$ cat config.mk
export PLATFORM = sky130hd
export DESIGN_NAME = imm_ext_pipe
export DESIGN_NICKNAME = d
export VERILOG_FILES = /design/src/rtl/imm_ext_pkg.sv /design/src/rtl/imm_ext_calc.sv /design/src/rtl/imm_ext_pipe.sv
export SDC_FILE = /design/constraint.sdc
export NUM_CORES = 1
export LEC_CHECK = 0
export CAP_MARGIN = 20
export CORE_ASPECT_RATIO = 1.4
export CORE_MARGIN = 2
export CORE_UTILIZATION = 35
export CTS_CLUSTER_SIZE = 28
export DETAILED_ROUTE_END_ITERATION = 8
export DONT_BUFFER_PORTS = 1
export GPL_ROUTABILITY_DRIVEN = 0
export GPL_TIMING_DRIVEN = 1
export MAX_ROUTING_LAYER = met4
export PLACE_DENSITY_LB_ADDON = 0.12
export SYNTH_ARGS = -nofsm -noshare
export SYNTH_HDL_FRONTEND = slang
export SYNTH_SLANG_ARGS = --single-unit
$ cat constraint.sdc
create_clock -name clk -period 1.4 [get_ports clk]
set_input_delay 0 -clock clk [delete_from_list [all_inputs] [get_ports clk]]
set_output_delay 0 -clock clk [all_outputs]
set_load 0.01 [all_outputs]
$ cat src/rtl/imm_ext_pkg.sv
// Shared types and the extension function for imm_ext_pipe.
// Mode and storage-state enums live here so the pipe and the calc block agree on encodings.
package imm_ext_pkg;

    // Widest immediate/result the extension function handles.
    localparam int unsigned EXT_MAX_W = 64;

    typedef enum logic [1:0] {
        EXT_ZERO   = 2'b00,
        EXT_SIGN   = 2'b01,
        EXT_UPPER  = 2'b10,
        EXT_BRANCH = 2'b11
    } ext_mode_e;

    typedef enum logic [1:0] {
        StEmpty = 2'b00,
        StOne   = 2'b01,
        StTwo   = 2'b10
    } state_e;

    // Extends the low in_w bits of imm into an out_w-bit result (upper bits of the return are 0).
    function automatic logic [EXT_MAX_W-1:0] ext_calc(
        input logic [EXT_MAX_W-1:0] imm,
        input ext_mode_e            mode,
        input int unsigned          in_w  = 16,
        input int unsigned          out_w = 32
    );
        logic [EXT_MAX_W-1:0] ones;
        logic [EXT_MAX_W-1:0] in_mask;
        logic [EXT_MAX_W-1:0] out_mask;
        logic [EXT_MAX_W-1:0] zext;
        logic [EXT_MAX_W-1:0] sext;
        logic [EXT_MAX_W-1:0] res;

        ones     = '1;
        in_mask  = ones >> (EXT_MAX_W - in_w);
        out_mask = ones >> (EXT_MAX_W - out_w);
        zext     = imm & in_mask;
        // Field MSB is set exactly when the zero-extended value exceeds the half-range mask.
        sext     = (zext > (in_mask >> 1)) ? (zext | ~in_mask) : zext;

        unique case (mode)
            EXT_ZERO:   res = zext;
            EXT_SIGN:   res = sext;
            EXT_UPPER:  res = zext << (out_w - in_w);
            EXT_BRANCH: res = sext << 2;
            default:    res = '0;
        endcase

        return res & out_mask;
    endfunction

endpackage

$ cat src/rtl/imm_ext_calc.sv
// Combinational immediate extension (zero, sign, upper, branch) on the pipe's input path.
// Legal configurations satisfy IN_W + 2 <= OUT_W <= EXT_MAX_W.
module imm_ext_calc
    import imm_ext_pkg::*;
#(
    parameter int unsigned IN_W  = 16,
    parameter int unsigned OUT_W = 32
) (
    input  logic [IN_W-1:0]  imm_i,
    input  ext_mode_e        mode_i,
    output logic [OUT_W-1:0] ext_o
);

    logic [EXT_MAX_W-1:0] imm_wide;

    always_comb begin
        imm_wide = EXT_MAX_W'(imm_i);
        ext_o    = OUT_W'(ext_calc(imm_wide, mode_i, IN_W, OUT_W));
    end

endmodule

$ cat src/rtl/imm_ext_pipe.sv
// One-cycle registered immediate extender with valid/ready on both sides.
// Define IMM_EXT_SKID_EN for a skid entry and registered in_ready (full throughput under stall).
module imm_ext_pipe
    import imm_ext_pkg::*;
#(
    parameter int unsigned IN_W  = 16,
    parameter int unsigned OUT_W = 32,
    parameter int unsigned TAG_W = 4
) (
    input  logic             clk,
    input  logic             rst_n,
    input  logic             in_valid,
    output logic             in_ready,
    input  logic [IN_W-1:0]  in_imm,
    input  logic [1:0]       in_mode,
    input  logic [TAG_W-1:0] in_tag,
    output logic             out_valid,
    input  logic             out_ready,
    output logic [OUT_W-1:0] out_imm,
    output logic [TAG_W-1:0] out_tag
);

    logic [OUT_W-1:0] ext_imm;

    imm_ext_calc #(
        .IN_W  (IN_W),
        .OUT_W (OUT_W)
    ) u_calc (
        .imm_i  (in_imm),
        .mode_i (ext_mode_e'(in_mode)),
        .ext_o  (ext_imm)
    );

    state_e           state_q, state_d;
    logic [OUT_W-1:0] main_imm_q, main_imm_d;
    logic [TAG_W-1:0] main_tag_q, main_tag_d;
    logic             in_hs;
    logic             out_hs;

    assign out_valid = (state_q != StEmpty);
    assign out_imm   = main_imm_q;
    assign out_tag   = main_tag_q;
    assign in_hs     = in_valid && in_ready;
    assign out_hs    = out_valid && out_ready;

    always_ff @(posedge clk or negedge rst_n) begin
        if (!rst_n) begin
            state_q    <= StEmpty;
            main_imm_q <= '0;
            main_tag_q <= '0;
        end else begin
            state_q    <= state_d;
            main_imm_q <= main_imm_d;
            main_tag_q <= main_tag_d;
        end
    end

`ifdef IMM_EXT_SKID_EN

    logic [OUT_W-1:0] skid_imm_q, skid_imm_d;
    logic [TAG_W-1:0] skid_tag_q, skid_tag_d;
    logic             in_ready_q, in_ready_d;

    assign in_ready = in_ready_q;

    always_comb begin
        state_d    = state_q;
        main_imm_d = main_imm_q;
        main_tag_d = main_tag_q;
        skid_imm_d = skid_imm_q;
        skid_tag_d = skid_tag_q;

        unique case (state_q)
            StEmpty: begin
                if (in_hs) begin
                    main_imm_d = ext_imm;
                    main_tag_d = in_tag;
                    state_d    = StOne;
                end
            end
            StOne: begin
                if (in_hs && out_hs) begin
                    main_imm_d = ext_imm;
                    main_tag_d = in_tag;
                end else if (in_hs) begin
                    // Consumer stalled: park the new result behind the one on display.
                    skid_imm_d = ext_imm;
                    skid_tag_d = in_tag;
                    state_d    = StTwo;
                end else if (out_hs) begin
                    state_d    = StEmpty;
                end
            end
            StTwo: begin
                if (out_hs) begin
                    main_imm_d = skid_imm_q;
                    main_tag_d = skid_tag_q;
                    state_d    = StOne;
                end
            end
            default: state_d = StEmpty;
        endcase

        in_ready_d = (state_d != StTwo);
    end

    always_ff @(posedge clk or negedge rst_n) begin
        if (!rst_n) begin
            skid_imm_q <= '0;
            skid_tag_q <= '0;
            in_ready_q <= 1'b0;
        end else begin
            skid_imm_q <= skid_imm_d;
            skid_tag_q <= skid_tag_d;
            in_ready_q <= in_ready_d;
        end
    end

`else

    // Holds in_ready low through reset and until the first edge after release.
    logic rst_done_q;

    assign in_ready = rst_done_q && (!out_valid || out_ready);

    always_comb begin
        state_d    = state_q;
        main_imm_d = main_imm_q;
        main_tag_d = main_tag_q;

        unique case (state_q)
            StEmpty: begin
                if (in_hs) begin
                    main_imm_d = ext_imm;
                    main_tag_d = in_tag;
                    state_d    = StOne;
                end
            end
            StOne: begin
                if (in_hs) begin
                    main_imm_d = ext_imm;
                    main_tag_d = in_tag;
                end else if (out_hs) begin
                    state_d    = StEmpty;
                end
            end
            default: state_d = StEmpty;
        endcase
    end

    always_ff @(posedge clk or negedge rst_n) begin
        if (!rst_n) begin
            rst_done_q <= 1'b0;
        end else begin
            rst_done_q <= 1'b1;
        end
    end

`endif

endmodule
==> results of run 1 <==
critical path, stage by stage:
cell,delay [ns]
dlygate4sd3_1,0.64
nor2b_1,0.08
dlygate4sd3_1,0.55
mux2_2,0.26
report_power, final:
group          internal [mW]  switching, mW  leakage (nW)  total (mW)
clock                  0.343          0.350        0.0383       0.692
combinational          0.258          0.197         0.486       0.455
sequential              1.30          0.240         0.468        1.54
total                   1.90          0.788         0.993        2.69
metrics by stage:
stage / hold slack [ns] / area [um2]
3_3_place_gp: -0.294 / 1830
2_1_floorplan: -0.296 / 1780
6_report: 0.000991 / 2210
4_1_cts: 0.00264 / 2200
3_5_place_dp: -0.294 / 1830
5_1_grt: 0.00133 / 2210
cell usage after synthesis:
cell / number
a21oi_1: 16
a22o_1: 12
a22oi_1: 1
and2_1: 2
and2_4: 1
and2b_1: 1
buf_2: 3
buf_4: 2
buf_6: 4
conb_1: 1
dfrtp_1: 38
inv_1: 18
mux2_1: 1
mux2_2: 19
mux2i_1: 17
nand2_1: 2
nand2b_4: 1
nand3_1: 1
nor2b_1: 2
nor2b_4: 1
o21ai_0: 2
per-layer routing:
metal	share of wire [%]	wire length [um]	up-vias	GRT usage (%)
met4	1.4	61	0	5.80
met2	51	2200	58	29.3
met3	9.5	413	5	6.11
li1	-	-	554	-
met5	0	0	-	-
met1	38	1650	597	18.7
final cells by class:
cell class	instances	area [um2]
flip-flops and latches	38	951
well taps	64	80.1
inverters	18	67.6
fillers	484	2670
repair buffers	32	348
multi-input cells	80	683
clock buffers	7	76.3
what timing repair did:
action / CTS / global route
hold endpoints to repair: 73 / 1
hold buffers: 28 / 1
buffers inserted: 0 / 0
setup endpoints to repair: 0 / 0
worst paths after layout:
| path | to | cells after the start |
|---|---|---|
| max | out_imm[0]$_DFFE_PN0P_ | 4 |
| min | out_imm[7]$_DFFE_PN0P_ | 2 |
| max reg2reg | out_imm[1]$_DFFE_PN0P_ | 4 |
| min reg2reg | out_imm[27]$_DFFE_PN0P_ | 2 |
| max in group asynchronous | out_imm[22]$_DFFE_PN0P_ | 2 |
| min in group asynchronous | out_imm[25]$_DFFE_PN0P_ | 2 |
cell usage in the layout (no fill, tap or decap), types with 3 or more instances in the layout:
| cell type | count |
|---|---|
| inv_1 | 18 |
| a21oi_1 | 16 |
| mux2i_1 | 17 |
| a22o_1 | 12 |
| clkbuf_8 | 5 |
| dfrtp_1 | 38 |
| dlygate4sd3_1 | 28 |
| mux2_2 | 19 |
| buf_12 | 3 |
flip-flops by register name (all words and copies together), names as in the netlist:
signal,count
out_imm,32
out_tag,4
rst_done_q,1
state_q,1
cell families (layout without fill, tap and decap cells):
family,Yosys count,after routing
AND/OR/NAND/NOR,11,11
flip-flops,38,38
buffers and inverters,27,57
multiplexers,37,37
AO/OA/AOI/OAI,31,31
other,1,1
==> flow_summary.json, run 1 <==
{
  "portBuffers": 0,
  "p_leak_nw": 0.993,
  "synthXorXnorAreaFrac_pct": 0,
  "ys_types": 21,
  "numCtsBuffers": 5,
  "synth_compound_area_share_pct": 11.4,
  "ios": 64,
  "synth_top_area_share_pct": 53.5,
  "num_vias": 1214,
  "root_buffer": "clkbuf_8",
  "fin_tns_setup_ns": 0,
  "synthSimpleGateAreaFrac_pct": 4.58,
  "syn-cell-area_um2": 1780,
  "gr-usage-all-layers_pct": 17.2,
  "cp_max_fo": 7,
  "area_delta_synth_final_pct": 24.2,
  "setup_viol": 0,
  "totalWireLength_um": 4330,
  "initial_core_util_pct": 36.4,
  "ys_seq_area_share_pct": 53.5,
  "post-place-ws_ns": 0.0600,
  "drt_iter0_drc": 66,
  "wl_per_cell_um": 18.1,
  "hpwl_um": 2870,
  "synth_top_family_by_area": "multiplexers",
  "arrival_ns": 1.53,
  "fin_crit_sh_pct": 97.3,
  "relSlewSlack_pct": 66.5,
  "drive_gt1_share_pct": 17.7,
  "overflow": 0,
  "clock_path_buffers": 2,
  "reg2reg_setup_slack_ns": 0.05,
  "n_antenna_cell": 0,
  "fin_crit_ns": 1.36,
  "synth_area_leaders": "dfrtp_1, mux2_2, mux2i_1",
  "worstSetupStartpointType": "input port",
  "status": "finished clean",
  "cts.clk_slew.worst_paths_ns": 0.07,
  "htree_levels": 2,
  "vdd_drop_max_v": 0.000534,
  "grt_max_degree": 39,
  "endpoint_kind": "flop",
  "dp_cells": 203,
  "worstSetupStartpoint": "in_mode[1]",
  "clock_sinks": 38,
  "drc": 0,
  "ys_warn_count": 0,
  "hold_violations": 0,
  "cts_tree": "built",
  "syn-instance-count": 145,
  "vias_per_cell": 5.08,
  "ant_nets": 0,
  "fin_nets": 201,
  "die-area_um2": 5670,
  "finalNonFillerCells": 239,
  "syn_area_per_cell_um2": 12.3,
  "cts_resized": 0,
  "worstMarginPinSlew_ns": 0.503,
  "fp.coreArea_um2": 4880,
  "dieHeight_um": 88.3,
  "grt_pass1_vias": 1381,
  "timing.max_cap.violations": 0,
  "worst_ep_required_time_ns": 1.57,
  "r2r_start": "state_q[0]$_DFFE_PN0P_",
  "muxShareOfSynthArea_pct": 22.3,
  "max_freq_ghz": 0.734,
  "synth_largest_area_cell": "dfrtp_1",
  "row_count": 30,
  "finish.utilization_pct": 45.2,
  "crit_type": "in -> reg",
  "cellPowerDensity_nw_per_um2": 1220,
  "finalPower_mw": 2.69,
  "hp-class": "in -> reg",
  "antenna_found_initial": 0,
  "grt_pass1_wl_um": 7030,
  "fp.dieW_um": 64.2,
  "synth_seq_cells": 38,
  "timing.final.ws_setup_ns": 0.0384,
  "clkLatencyLatePin_ns": 0.28,
  "syn-num-nets": 171,
  "slew_viol_final": 0,
  "synthAdderAreaFrac_pct": 0,
  "fin_skew_ns": 0.00209,
  "rsz0062_at_grt": "no",
  "drt_first_pass_iters": 4,
  "hp-start": "in_imm[5]"
}
(Power assumes the default switching activity.)
==> run 2, diff against run 1 <==
ABC_AREA = 1   (was unset)
CORE_ASPECT_RATIO = unset   (was 1.4)
clock period = 1.3 ns   (was 1.4 ns; I/O delays follow)
==> flow_summary.json, run 2 <==
{
  "fp.dieW_um": 76.7,
  "area_delta_synth_final_pct": 28.7,
  "root_buffer": "clkbuf_8",
  "whs_path_depth": 4,
  "hp-class": "in -> reg",
  "fp.coreArea_um2": 5110,
  "num_vias": 1684,
  "totalWireLength_um": 5130,
  "synth_most_common_cell": "nand2_1",
  "grt-busiest-layer": "met2",
  "cts_resized": 0,
  "finish.utilization_pct": 46.7,
  "worst_r2r_path_depth": 6,
  "ys_seq_area_share_pct": 51.4,
  "grt_pass1_vias": 1767,
  "grt_pass1_wl_um": 8850,
  "cts_tree": "built",
  "gr-usage-all-layers_pct": 19.4,
  "synth_edf_count": 0,
  "p_leak_nw": 1.28,
  "cp_max_fo": 3,
  "drc": 0,
  "layout_commonest_cell": "nand2_1",
  "async_flop_share_pct": 100,
  "ys_warn_count": 0,
  "hold_violations": 0,
  "worstSetupStartpointType": "input port",
  "worstMarginPinSlew_ns": 0.631,
  "drt_iter0_drc": 113,
  "fin_crit_sh_pct": 94.5,
  "dieHeight_um": 76.7,
  "ant_nets": 0,
  "grt_max_degree": 39,
  "dp_cells": 307,
  "muxShareOfSynthArea_pct": 0,
  "syn-instance-count": 247,
  "relSlewSlack_pct": 57.8,
  "synthSimpleGateAreaFrac_pct": 40.7,
  "drt_first_pass_iters": 4,
  "clock_path_buffers": 2,
  "antenna_found_initial": 0,
  "fin_crit_ns": 1.23,
  "arrival_ns": 1.41,
  "synth_largest_area_cell": "dfrtp_1",
  "ys_types": 14,
  "portBuffers": 0,
  "synth-main-ff-cell": "dfrtp_1",
  "crit_type": "in -> reg",
  "drive_gt1_share_pct": 6.03,
  "hold_slack_ns": 0.0106,
  "status": "finished clean",
  "syn_area_per_cell_um2": 7.50,
  "syn-num-nets": 273,
  "vias_per_cell": 4.78,
  "fin_nets": 309,
  "synth_compound_area_share_pct": 1.08,
  "cts_hold_buf": 39,
  "die-area_um2": 5890,
  "slew_viol_final": 0,
  "synth_top_family_by_area": "simple AND/OR/NAND/NOR gates",
  "synthAdderAreaFrac_pct": 0,
  "reg2reg_setup_slack_ns": 0.19,
  "fin_tns_setup_ns": 0,
  "htree_levels": 2,
  "n_antenna_cell": 0,
  "synthXorXnorAreaFrac_pct": 0,
  "final_cell_mix": "nand2_1, nand3_1, dlygate4sd3_1, dfrtp_1, clkbuf_8",
  "cts.clk_slew.worst_paths_ns": 0.07,
  "synth_top_area_share_pct": 51.4,
  "cellPowerDensity_nw_per_um2": 1210,
  "initial_core_util_pct": 36.3,
  "ys_top_cells_by_count": "nand2_1, nand3_1, dfrtp_1",
  "grtUsageMet3_pct": 4.82,
  "setup_viol": 0,
  "synth_seq_cells": 38,
  "largest_register_ffs": 32,
  "fin_skew_ns": 0.00287,
  "max_freq_ghz": 0.814,
  "vdd_drop_max_v": 0.000661,
  "numCtsBuffers": 5,
  "rsz0062_at_grt": "no",
  "overflow": 0,
  "worst_ep_required_time_ns": 1.48,
  "timing.max_cap.violations": 0,
  "syn-cell-area_um2": 1850,
  "synth_area_leaders": "dfrtp_1, nand2_1, nand3_1",
  "endpoint_kind": "flop",
  "wl_per_cell_um": 14.6,
  "post_cts_buffers": 0,
  "ios": 64,
  "row_count": 26,
  "clkLatencyLatePin_ns": 0.29,
  "clock_sinks": 38,
  "finalNonFillerCells": 352,
  "grt_use_met2_pct": 28.1,
  "hpwl_um": 3170,
  "grt_use_met1_pct": 26.1
}
==> run 2: cell types whose count changed after synthesis, moves of 3 or more <==
cell and change:
mux2_2 -19, buf_2 +3, inv_1 -15, buf_4 +6, a22o_1 -12, mux2i_1 -17
buf_6 -3, o21ai_1 +3, a21oi_1 -16, nand2_1 +140, nand3_1 +38
==> run 2: final timing paths <==
path                                             start                      end
worst max-delay path                         in_imm[3]   out_imm[5]$_DFFE_PN0P_
worst min-delay path                        in_mode[1]  out_imm[18]$_DFFE_PN0P_
worst max register to register  state_q[0]$_DFFE_PN0P_  out_imm[14]$_DFFE_PN0P_
worst min register to register  state_q[0]$_DFFE_PN0P_   state_q[0]$_DFFE_PN0P_
max in group asynchronous                        rst_n  out_imm[13]$_DFFE_PN0P_
min in group asynchronous                        rst_n  out_imm[28]$_DFFE_PN0P_
==> run 2: power breakdown <==
part / leakage (nW) / switching, mW / internal, mW
combinational: 0.757 / 0.259 / 0.231
clock: 0.0431 / 0.404 / 0.409
sequential: 0.483 / 0.211 / 1.36
==> run 2: stage by stage <==
step | setup slack [ns] | power (mW) | cell area, um2
after floorplan | 0.312 | 1.86 | 1850
after global placement | 0.232 | 1.93 | 1900
after detailed placement | 0.210 | 1.93 | 1900
after CTS | 0.0903 | 2.92 | 2380
after global routing | 0.0119 | 3.05 | 2380
final | 0.0719 | 2.88 | 2380
==> run 2: cells by family (layout without fill, tap and decap cells) <==
kind of cell	after synthesis	in the layout
buf+inv	20	55
flops	38	38
compound gates	4	4
simple gates	184	184
other cells	1	1
==> run 2: cell type report <==
cell class / instances / area, um2
fill: 550 / 2720
sequential: 38 / 951
multi-input combinational: 189 / 778
inverter: 5 / 21.3
clock buffer: 6 / 82.6
timing repair buffer: 44 / 463
tap: 70 / 87.6
==> run 2: worst max-delay path: stages <==
cell and delay (ns):
dlygate4sd3_1 0.58, nand3_1 0.09, nand2_1 0.05, dlygate4sd3_1 0.57, nand2_1 0.07, nand2_1 0.05
==> run 2: metal layers <==
layer	wire [um]	vias to the layer above
met5	0	-
li1	-	839
met1	2390	768
met3	400	13
met4	109	0
met2	2230	64
==> run 3, diff against run 2 <==
RECOVER_POWER = 25   (was unset)
==> flow_summary.json, run 3 (synthesized netlist as in run 2, its figures left out) <==
{
  "status": "finished clean",
  "cp_max_fo": 3,
  "root_buffer": "clkbuf_8",
  "dieHeight_um": 76.7,
  "r2r_start": "state_q[0]$_DFFE_PN0P_",
  "portBuffers": 0,
  "numCtsBuffers": 5,
  "gr-usage-all-layers_pct": 19.4,
  "relSlewSlack_pct": 34.3,
  "fin_nets": 309,
  "post-place-ws_ns": 0.210,
  "grt-busiest-layer": "met2",
  "drt_iter0_drc": 111,
  "row_count": 26,
  "worst_path_max_delay_cell": "dlygate4sd3_1",
  "grt_use_met2_pct": 28.1,
  "cts.clk_slew.worst_paths_ns": 0.07,
  "worstSetupStartpointType": "input port",
  "grt_max_degree": 39,
  "fin_skew_ns": 0.00305,
  "layout_commonest_cell": "nand2_1",
  "worstSetupStartpoint": "in_imm[3]",
  "overflow": 0,
  "cts_tree": "built",
  "initial_core_util_pct": 36.3,
  "timing.max_cap.violations": 0,
  "fin_crit_ns": 1.23,
  "crit_buf_inv": 2,
  "cp_top_family": "buffers and inverters",
  "n_antenna_cell": 0,
  "clock_sinks": 38,
  "num_vias": 1694,
  "vdd_drop_max_v": 0.000661,
  "nFillCells": 551,
  "max_freq_ghz": 0.814,
  "slowest_delay_ns": 0.58,
  "grt_use_met1_pct": 26.1,
  "grt_pass1_wl_um": 8850,
  "drt_first_pass_iters": 4,
  "area_delta_synth_final_pct": 27.9,
  "fp.coreArea_um2": 5110,
  "p_leak_nw": 1.28,
  "arrival_ns": 1.41,
  "grtUsageMet3_pct": 4.82,
  "clkLatencyLatePin_ns": 0.29,
  "die-area_um2": 5890,
  "endpoint_kind": "flop",
  "fin_crit_sh_pct": 94.5,
  "fp.dieW_um": 76.7,
  "worstMarginPinSlew_ns": 0.985,
  "crit_type": "in -> reg",
  "cellPowerDensity_nw_per_um2": 1210,
  "ff_latch_area_um2": 951,
  "ios": 64,
  "cts_resized": 0,
  "final_cell_mix": "nand2_1, nand3_1, dlygate4sd3_1, dfrtp_1, clkbuf_8",
  "hpwl_um": 3170,
  "ant_nets": 0,
  "path_cells": "dlygate4sd3_1, nand3_1, nand2_1, dlygate4sd3_1, nand2_1, nand2_1",
  "hold_violations": 0,
  "drc": 0,
  "slew_viol_final": 0,
  "rsz0062_at_grt": "no",
  "path_common_cell": "nand2_1",
  "vias_per_cell": 4.81,
  "htree_levels": 2,
  "multiInputGateArea_um2": 778,
  "setup_viol": 0,
  "hp-class": "in -> reg",
  "hp-start": "in_mode[1]",
  "totalWireLength_um": 5140,
  "grt_pass1_vias": 1767,
  "clock_path_buffers": 2,
  "timing.final.ws_setup_ns": 0.0715,
  "wl_per_cell_um": 14.6,
  "antenna_found_initial": 0,
  "largest_register_ffs": 32,
  "fin_tns_setup_ns": 0,
  "worst_ep_required_time_ns": 1.48,
  "drive_gt1_share_pct": 6.03
}
run 3: cell type report:
type                            instances  share of cell area, %
Sequential cell                        38                   40.1
Multi-Input combinational cell        189                   32.9
Timing Repair Buffer                   44                   18.9
Tap cell                               70                   3.70
Clock buffer                            6                   3.49
Inverter                                5                  0.898
run 3: path summary, 6_finish.rpt:
check,to,slack (ns),depth (start not counted)
setup reg to reg,out_imm[14]$_DFFE_PN0P_,0.19,6
min in group asynchronous,out_imm[16]$_DFFE_PN0P_,0.44,2
setup / recovery,out_imm[5]$_DFFE_PN0P_,0.07,6
hold reg to reg,state_q[0]$_DFFE_PN0P_,0.53,2
hold / removal,out_imm[18]$_DFFE_PN0P_,0.01,4
max in group asynchronous,out_imm[30]$_DFFE_PN0P_,0.25,2
run 3: power by group:
part / leakage [nW] / total [mW] / switching, mW / internal (mW)
combinational: 0.752 / 0.484 / 0.259 / 0.225
clock: 0.0431 / 0.813 / 0.404 / 0.409
sequential: 0.483 / 1.57 / 0.211 / 1.36
total: 1.28 / 2.87 / 0.874 / 2.00
run 3: layer usage:
layer  vias up  part of all wire [%]
li1        837                     -
met1       781                    47
met2        63                    43
met3        13                   7.2
met4         0                   2.1
met5         -                     0
run 3: repair_timing:
action	CTS	global route
endpoints found under the hold margin	74	0
setup endpoints to repair	0	0
setup buffers	0	0
hold buffers	39	0
run 3: tightest hold or removal path, delay by kind of cell:
kind / cells / cell delay (ns)
simple gates: 4 / 0.27
run 3: metrics by stage:
stage	total power [mW]	area (um2)	std cells	util [%]	hold WS [ns]
2_1_floorplan	1.86	1850	247	-	-0.296
3_3_place_gp	1.93	1900	307	37.2	-0.294
3_5_place_dp	1.93	1900	307	37.2	-0.295
4_1_cts	2.92	2380	352	46.7	0.00196
5_1_grt	3.04	2370	352	46.4	0.0292
6_report	2.87	2370	352	46.4	0.0110
